File: src/rtl/sdram_port_arbiter.sv
// -----------------------------------------------------------------------------
// sdram_port_arbiter
//
// Shares one single-port SDRAM controller between two requesters (port 0 =
// test engine, port 1 = UART/CPU side) and schedules periodic auto-refresh.
// Refresh has top priority; the two ports alternate fairly on a tie. Only one
// transaction (port or refresh) is outstanding at the controller at a time.
//
// Ports:
//   clk, reset_in                  system clock, async active-low reset
//   reqN/weN/addrN/wdataN/bytesel  port N request, held until ackN
//   ackN, rdataN                   port N one-cycle completion + read data
//   ctl_req/ctl_refresh/ctl_we/    request to the SDRAM controller, held
//   ctl_addr/ctl_wdata/ctl_bytesel until ctl_ack
//   ctl_ack, ctl_rdata             controller completion + read data
//   grant                          one-hot owner of in-flight port transaction
//   refresh_miss                   sticky refresh-overrun flag
// -----------------------------------------------------------------------------
module sdram_port_arbiter #(
  parameter int unsigned addr_width       = 24,
  parameter int unsigned data_width       = 16,
  parameter int unsigned refresh_interval = 390
) (
  input  logic                  clk,
  input  logic                  reset_in,

  input  logic                  req0,
  input  logic                  we0,
  input  logic [addr_width-1:0] addr0,
  input  logic [data_width-1:0] wdata0,
  input  logic [1:0]            bytesel0,
  output logic                  ack0,
  output logic [data_width-1:0] rdata0,

  input  logic                  req1,
  input  logic                  we1,
  input  logic [addr_width-1:0] addr1,
  input  logic [data_width-1:0] wdata1,
  input  logic [1:0]            bytesel1,
  output logic                  ack1,
  output logic [data_width-1:0] rdata1,

  output logic                  ctl_req,
  output logic                  ctl_refresh,
  output logic                  ctl_we,
  output logic [addr_width-1:0] ctl_addr,
  output logic [data_width-1:0] ctl_wdata,
  output logic [1:0]            ctl_bytesel,
  input  logic                  ctl_ack,
  input  logic [data_width-1:0] ctl_rdata,

  output logic [1:0]            grant,
  output logic                  refresh_miss
);

  localparam logic [1:0] ST_IDLE = 2'd0;
  localparam logic [1:0] ST_BUSY = 2'd1;
  localparam logic [1:0] ST_ACK  = 2'd2;

  localparam logic [15:0] RELOAD = 16'(refresh_interval - 1);

  logic [1:0]            state_q, state_d;
  // Port index of the most recent grant; reset to 1 so port 0 wins first tie.
  logic                  last_grant_q, last_grant_d;
  // Port index of the in-flight port transaction.
  logic                  owner_q, owner_d;

  logic                  ctl_req_q, ctl_req_d;
  logic                  ctl_refresh_q, ctl_refresh_d;
  logic                  ctl_we_q, ctl_we_d;
  logic [addr_width-1:0] ctl_addr_q, ctl_addr_d;
  logic [data_width-1:0] ctl_wdata_q, ctl_wdata_d;
  logic [1:0]            ctl_bytesel_q, ctl_bytesel_d;

  logic [1:0]            grant_q, grant_d;
  logic                  ack0_q, ack0_d;
  logic                  ack1_q, ack1_d;
  logic [data_width-1:0] rdata0_q, rdata0_d;
  logic [data_width-1:0] rdata1_q, rdata1_d;

  logic [15:0]           rcnt_q, rcnt_d;
  logic                  pend_q, pend_d;
  logic                  miss_q, miss_d;

  logic                  refresh_done;
  logic                  pick;

  // Tie goes to the port that did not win last; otherwise whichever asks.
  always_comb begin
    if (req0 && req1) begin
      pick = ~last_grant_q;
    end else begin
      pick = req1;
    end
  end

  always_comb begin
    state_d       = state_q;
    last_grant_d  = last_grant_q;
    owner_d       = owner_q;
    ctl_req_d     = ctl_req_q;
    ctl_refresh_d = ctl_refresh_q;
    ctl_we_d      = ctl_we_q;
    ctl_addr_d    = ctl_addr_q;
    ctl_wdata_d   = ctl_wdata_q;
    ctl_bytesel_d = ctl_bytesel_q;
    grant_d       = grant_q;
    ack0_d        = 1'b0;
    ack1_d        = 1'b0;
    rdata0_d      = rdata0_q;
    rdata1_d      = rdata1_q;
    refresh_done  = 1'b0;

    case (state_q)
      ST_IDLE: begin
        if (pend_q) begin
          ctl_req_d     = 1'b1;
          ctl_refresh_d = 1'b1;
          ctl_we_d      = 1'b0;
          grant_d       = 2'b00;
          state_d       = ST_BUSY;
        end else if (req0 || req1) begin
          owner_d       = pick;
          last_grant_d  = pick;
          ctl_req_d     = 1'b1;
          ctl_refresh_d = 1'b0;
          if (pick) begin
            ctl_we_d      = we1;
            ctl_addr_d    = addr1;
            ctl_wdata_d   = wdata1;
            ctl_bytesel_d = bytesel1;
            grant_d       = 2'b10;
          end else begin
            ctl_we_d      = we0;
            ctl_addr_d    = addr0;
            ctl_wdata_d   = wdata0;
            ctl_bytesel_d = bytesel0;
            grant_d       = 2'b01;
          end
          state_d = ST_BUSY;
        end
      end

      ST_BUSY: begin
        if (ctl_ack) begin
          ctl_req_d     = 1'b0;
          ctl_refresh_d = 1'b0;
          if (ctl_refresh_q) begin
            refresh_done = 1'b1;
            state_d      = ST_IDLE;
          end else begin
            // Captured for writes too, so rdataN always tracks the last ack.
            if (owner_q) begin
              rdata1_d = ctl_rdata;
              ack1_d   = 1'b1;
            end else begin
              rdata0_d = ctl_rdata;
              ack0_d   = 1'b1;
            end
            state_d = ST_ACK;
          end
        end
      end

      ST_ACK: begin
        grant_d = 2'b00;
        state_d = ST_IDLE;
      end

      default: begin
        state_d = ST_IDLE;
      end
    endcase
  end

  // Refresh counter free-runs in every state. An expiry that coincides with
  // the refresh completing keeps the flag set and counts as a miss.
  always_comb begin
    rcnt_d = rcnt_q;
    pend_d = pend_q;
    miss_d = miss_q;
    if (rcnt_q == 16'd0) begin
      rcnt_d = RELOAD;
      pend_d = 1'b1;
      if (pend_q) begin
        miss_d = 1'b1;
      end
    end else begin
      rcnt_d = rcnt_q - 16'd1;
      if (refresh_done) begin
        pend_d = 1'b0;
      end
    end
  end

  always_ff @(posedge clk or negedge reset_in) begin
    if (!reset_in) begin
      state_q       <= ST_IDLE;
      last_grant_q  <= 1'b1;
      owner_q       <= 1'b0;
      ctl_req_q     <= 1'b0;
      ctl_refresh_q <= 1'b0;
      ctl_we_q      <= 1'b0;
      ctl_addr_q    <= '0;
      ctl_wdata_q   <= '0;
      ctl_bytesel_q <= '0;
      grant_q       <= '0;
      ack0_q        <= 1'b0;
      ack1_q        <= 1'b0;
      rdata0_q      <= '0;
      rdata1_q      <= '0;
      rcnt_q        <= RELOAD;
      pend_q        <= 1'b0;
      miss_q        <= 1'b0;
    end else begin
      state_q       <= state_d;
      last_grant_q  <= last_grant_d;
      owner_q       <= owner_d;
      ctl_req_q     <= ctl_req_d;
      ctl_refresh_q <= ctl_refresh_d;
      ctl_we_q      <= ctl_we_d;
      ctl_addr_q    <= ctl_addr_d;
      ctl_wdata_q   <= ctl_wdata_d;
      ctl_bytesel_q <= ctl_bytesel_d;
      grant_q       <= grant_d;
      ack0_q        <= ack0_d;
      ack1_q        <= ack1_d;
      rdata0_q      <= rdata0_d;
      rdata1_q      <= rdata1_d;
      rcnt_q        <= rcnt_d;
      pend_q        <= pend_d;
      miss_q        <= miss_d;
    end
  end

  assign ctl_req      = ctl_req_q;
  assign ctl_refresh  = ctl_refresh_q;
  assign ctl_we       = ctl_we_q;
  assign ctl_addr     = ctl_addr_q;
  assign ctl_wdata    = ctl_wdata_q;
  assign ctl_bytesel  = ctl_bytesel_q;
  assign grant        = grant_q;
  assign ack0         = ack0_q;
  assign ack1         = ack1_q;
  assign rdata0       = rdata0_q;
  assign rdata1       = rdata1_q;
  assign refresh_miss = miss_q;

endmodule
File: config.mk
export PLATFORM = sky130hd
export DESIGN_NAME = sdram_port_arbiter
export DESIGN_NICKNAME = d
export VERILOG_FILES = /design/src/rtl/sdram_port_arbiter.sv
export SDC_FILE = /design/constraint.sdc
export NUM_CORES = 1
export LEC_CHECK = 0
export CAP_MARGIN = 10
export CORE_ASPECT_RATIO = 1.5
export CORE_MARGIN = 2
export CORE_UTILIZATION = 46
export DETAILED_ROUTE_END_ITERATION = 6
export PLACE_DENSITY = 0.92
export SLEW_MARGIN = 20
export SYNTH_ARGS = -nofsm -noshare
export SYNTH_HDL_FRONTEND = slang
export SYNTH_SLANG_ARGS = --single-unit
File: constraint.sdc
create_clock -name clk -period 3.8 [get_ports clk]
set_clock_uncertainty 0.05 [all_clocks]
set_input_delay 0.57 -clock clk [delete_from_list [all_inputs] [get_ports clk]]
set_output_delay 0.57 -clock clk [all_outputs]
set_load 0.005 [all_outputs]
Yosys cells after proc, flatten, opt, wreduce, memory -nomap -nowiden --
Index checks and enable logic that the tools add are counted. W data, S select, Z words.
Operators by class: $add $sub $neg 1, multipliers 0, div/mod/pow operators 0, magnitude comparators 0, equality and inequality tests 4, shift-type cells 0, muxes and demuxes 37, bitwise logic cells 4, reduce and logical (&&, ||, !) cells 16
Operators by type and width (number):
- $mux W16 | 2
- $mux W24 | 1
- $mux W1 | 22
- $logic_not A16 Y1 | 1
- $mux W2 | 8
- $sub A16 B1 Y16 const B | 1
- $pmux W2 S2 | 2
- $reduce_and A2 Y1 | 4
- $reduce_and A4 Y1 | 2
- $reduce_bool A2 Y1 | 4
- $reduce_and A3 Y1 | 2
- $not A1 Y1 | 4
- $pmux W1 S2 | 2
- $ne A3 B3 Y1 const B | 1
- $eq A2 B1 Y1 const B | 1
- $eq A2 B2 Y1 const B | 1
- $logic_not A2 Y1 | 1
- $ne A2 B2 Y1 const B | 1
- $logic_and A1 B1 Y1 | 1
- $logic_or A1 B1 Y1 | 1
Word-level totals: flip-flop bits (word level) 103, bits in latches 0, bits in writable memories 0, memory bits (read-only) 0, input bits 107, logic and storage cells 79, memories kept 0

Logic depth before layout (Yosys ltp) --
depth in word-level cells 6, gate-level depth with buffers 7, gate-level depth less buffers 6

Worst setup path after synthesis --
No wires, ideal clock.
path kind register -> register, start reg rcnt_q[5], end reg rcnt_q[14], setup time 0.128 ns, arrival 1.840 ns, path slack 1.783 ns, cell stages (with the launch flop) 6, cells stage by stage dfrtp_1 -> or3_1 -> or4_4 -> buf_6 -> nor4_4 -> mux2_1
On the way: longest elaborated chain between the ends 2
Ends and longest elaborated chain:
- start: declaration | line 81 | logic [15:0] rcnt_q, rcnt_d;
- start signal: assignment | line 230 | rcnt_q <= rcnt_d;
- $sub A16 B1 Y16 or $logic_not A16 Y1 (tied branches) | line 189, 182
- $mux W16 (*) | line 182 | if (rcnt_q == 16'd0) begin
- net rcnt_d[14] | line 81
The timed path passes the listed nets; every way through them passes the cells marked *. A chain may end at the register's enable or synchronous reset.

Final worst setup path --
start in ctl_ack, end reg rdata1_q[11] (netlist: rdata1[11])
On the way: longest elaborated chain between the ends 1
Ends and longest elaborated chain:
- start: declaration | line 49 | input logic ctl_ack,
- $reduce_and A4 Y1 (no line)
- end signal: assignment | line 229 | rdata1_q <= rdata1_d;
- end: declaration | line 79 | logic [data_width-1:0] rdata1_q, rdata1_d;
Every way passes these cells.

==> impl_metrics.yaml <==
run:
  cap_violations: 0
routing:
  firstDrtPassIters: 4
  via_per_inst: 5.18
  wirelength_um: 11100
  postRouteAntennaNets: 0
  post-route-drc-count: 0
  drt_iter0_markers: 162
  num_vias: 3478
  wire_per_inst_um: 16.6
min_path:
  hold_path_class: "in2async"
final_layout:
  layout-drive-gt1-share_pct: 11.3
  area_delta_synth_final_pct: 51.6
  final_common_cell: "clkdlybuf4s50_1"
  fin_util_pct: 71.8
  final_cell_mix: "187 x clkdlybuf4s50_1, 98 x dfrtp_1, 53 x nand2_1, 43 x mux2i_1, 37 x o21ai_0"
  diodes: 0
  nets: 662
grt:
  gr-total-overflow: 0
  grt_pass1_vias: 3787
  grt_usage_pct: 22.2
  grt_antenna_before_repair: 0
  grt_pass1_wl_um: 17900
  grt_max_degree: 89
timing:
  tightest_slew_ns: 0.967
  timing.hold.ws_ns: 0.314
  fin_setup_tns_ns: 0
  final-setup-viol-count: 0
  rsz0062_at_grt: "false"
  period_needed_ns: 2.28
  clock.fmax_mhz: 439
  fin_crit_sh_pct: 59.9
  setup_slack_ns: 1.52
  final-hold-violation-count: 0
  relSlewSlack_pct: 35.5
  finalMaxSlewViolations: 0
placed_design:
  place_ws_ns: 1.22
  gp_congestion: 0.755
  port_buffers: 188
  post-dp-hpwl_um: 8230
critical_path:
  cp-start-kind: "input pin"
  worstSetupEndpointType: "flip-flop"
  crit_fanout: 17
  cp_data_arrival_time_ns: 2.46
  cp.required_ns: 3.98
  worstSetupPathType: "in2reg"
clocking:
  cts_made_buffers: 9
  cts.sinks: 103
  insertion_delay_ns: 0.35
  cts_resized: 0
  cts_tree: "done"
  clkTransAtPathRegs_ns: 0.07
  ctsHoldBuffers: 0
  cts_buffer_depth: 2
  h-tree-depth: 3
  cts_root_buf: "clkbuf_16"
  cts_setup_buffers: 0
synthesis:
  yosys_warnings: 0
  synth_area_sq_um: 4380
  ys_types: 34
  syn_inst: 371
  async_flop_share_pct: 100
  synth_edf_count: 0
  synthFlopType: "dfrtp_1"
  yosysSeqAreaShare_pct: 59.0
  ys_seq_elements: 103
  avgSynthCellArea_sq_um: 11.8
  synth_nets: 479
status:
  status: "complete, no violations"
floorplan:
  die_width_um: 83.7
  io_pins: 189
  initial_utilization_pct: 47.3
  core-area_sq_um: 9250
  dieHeight_um: 124
  num_rows: 43
  die_area_sq_um: 10300
power_and_ir_drop:
  p_per_area_nw_per_um2: 687
  power_mw: 4.56
  p_leak_nw: 2.85
  ir_drop_mv: 0.460
[worst max-delay path, cell delays in order]
cell and delay [ns]:
clkdlybuf4s50_1 0.53, nand3b_1 0.21, nor2_1 0.19, nand2_1 0.48, mux2_2 0.48
[power by group]
| part | internal (mW) | switching, mW |
|---|---|---|
| Sequential | 1.55 | 0.283 |
| Combinational | 1.14 | 0.710 |
| Clock | 0.459 | 0.427 |
[layer usage]
metal  global-route usage, %  wire length [um]  share of wire [%]  vias to the layer above
met2                    41.9              6250                 56                      133
met3                    6.48               743                6.7                       17
met4                    8.17               250                2.2                        0
met1                    23.1              3880                 35                     1678
met5                       0                 0                  0                        -
li1                        -                 -                  -                     1650
[cell families (layout without fill, tap and decap cells)]
logic type               after synthesis  after routing  share of synthesized area (%)
flip-flops                           103            103                           59.0
adder cells (fa/ha/maj)                1              1                          0.286
XOR/XNOR                              10             10                           2.00
AND/OR/NAND/NOR                      100            100                           11.2
AO/OA/AOI/OAI                         57             57                           6.86
buffers and inverters                 24            212                           2.40
multiplexers                          76             76                           18.3
[worst paths after layout]
kind                         startpoint            to  slack (ns)  depth (start not counted)
setup / recovery                ctl_ack    rdata1[11]        1.52                          5
hold / removal                 reset_in  ctl_wdata[5]        0.31                          1
setup reg to reg              rcnt_q[5]    rcnt_q[14]        1.70                          4
hold reg to reg            ctl_wdata[5]  ctl_wdata[5]        0.43                          2
max in group asynchronous      reset_in     rcnt_q[3]        2.51                          2
min in group clk           ctl_wdata[5]  ctl_wdata[5]        0.43                          2
[cells in the mapped netlist (2+ instances only)]
library cell | count | area share [%]
o21ai_0 | 37 | 4.2
dfrtp_1 | 98 | 56
inv_1 | 5 | 0.43
dfstp_2 | 5 | 3.0
mux2i_1 | 43 | 9.8
o21ai_1 | 15 | 1.7
xnor2_1 | 8 | 1.6
nand3b_1 | 2 | 0.34
mux2_2 | 32 | 8.2
nor2_1 | 15 | 1.3
nand2_1 | 53 | 4.5
xor2_1 | 2 | 0.40
o31ai_1 | 2 | 0.34
or3_1 | 5 | 0.71
nor4_1 | 5 | 0.71
nor3_1 | 5 | 0.57
nand2b_1 | 3 | 0.43
clkbuf_1 | 11 | 0.94
buf_2 | 6 | 0.69
or4_1 | 5 | 0.86
[registers in the layout, indices dropped and copies added, names as in the netlist]
| name | cells |
|---|---|
| ctl_bytesel | 2 |
| refresh_miss | 1 |
| last_grant_q | 1 |
| rdata1 | 16 |
| state_q | 2 |
| grant | 2 |
| ctl_we | 1 |
| owner_q | 1 |
| ctl_addr | 24 |
| ack0 | 1 |
| ack1 | 1 |
| ctl_wdata | 16 |
| ctl_req | 1 |
| rdata0 | 16 |
| pend_q | 1 |
| ctl_refresh | 1 |
| rcnt_q | 16 |
[cell type report]
type	instances	area [sq um]
multi-input combinational	244	1710
inverter	5	18.8
fill	650	2610
clock inverter	7	65.1
clock buffer	9	225
sequential	103	2580
timing repair buffer	191	1900
tap	112	140
[per-stage QoR]
stage               instance area (sq um)  cells
detailed placement                   6350    655
global placement                     6350    655
finish                               6640    671
floorplan                            4380    371
global route                         6640    671
CTS                                  6640    671
(Power assumes the default switching activity.)
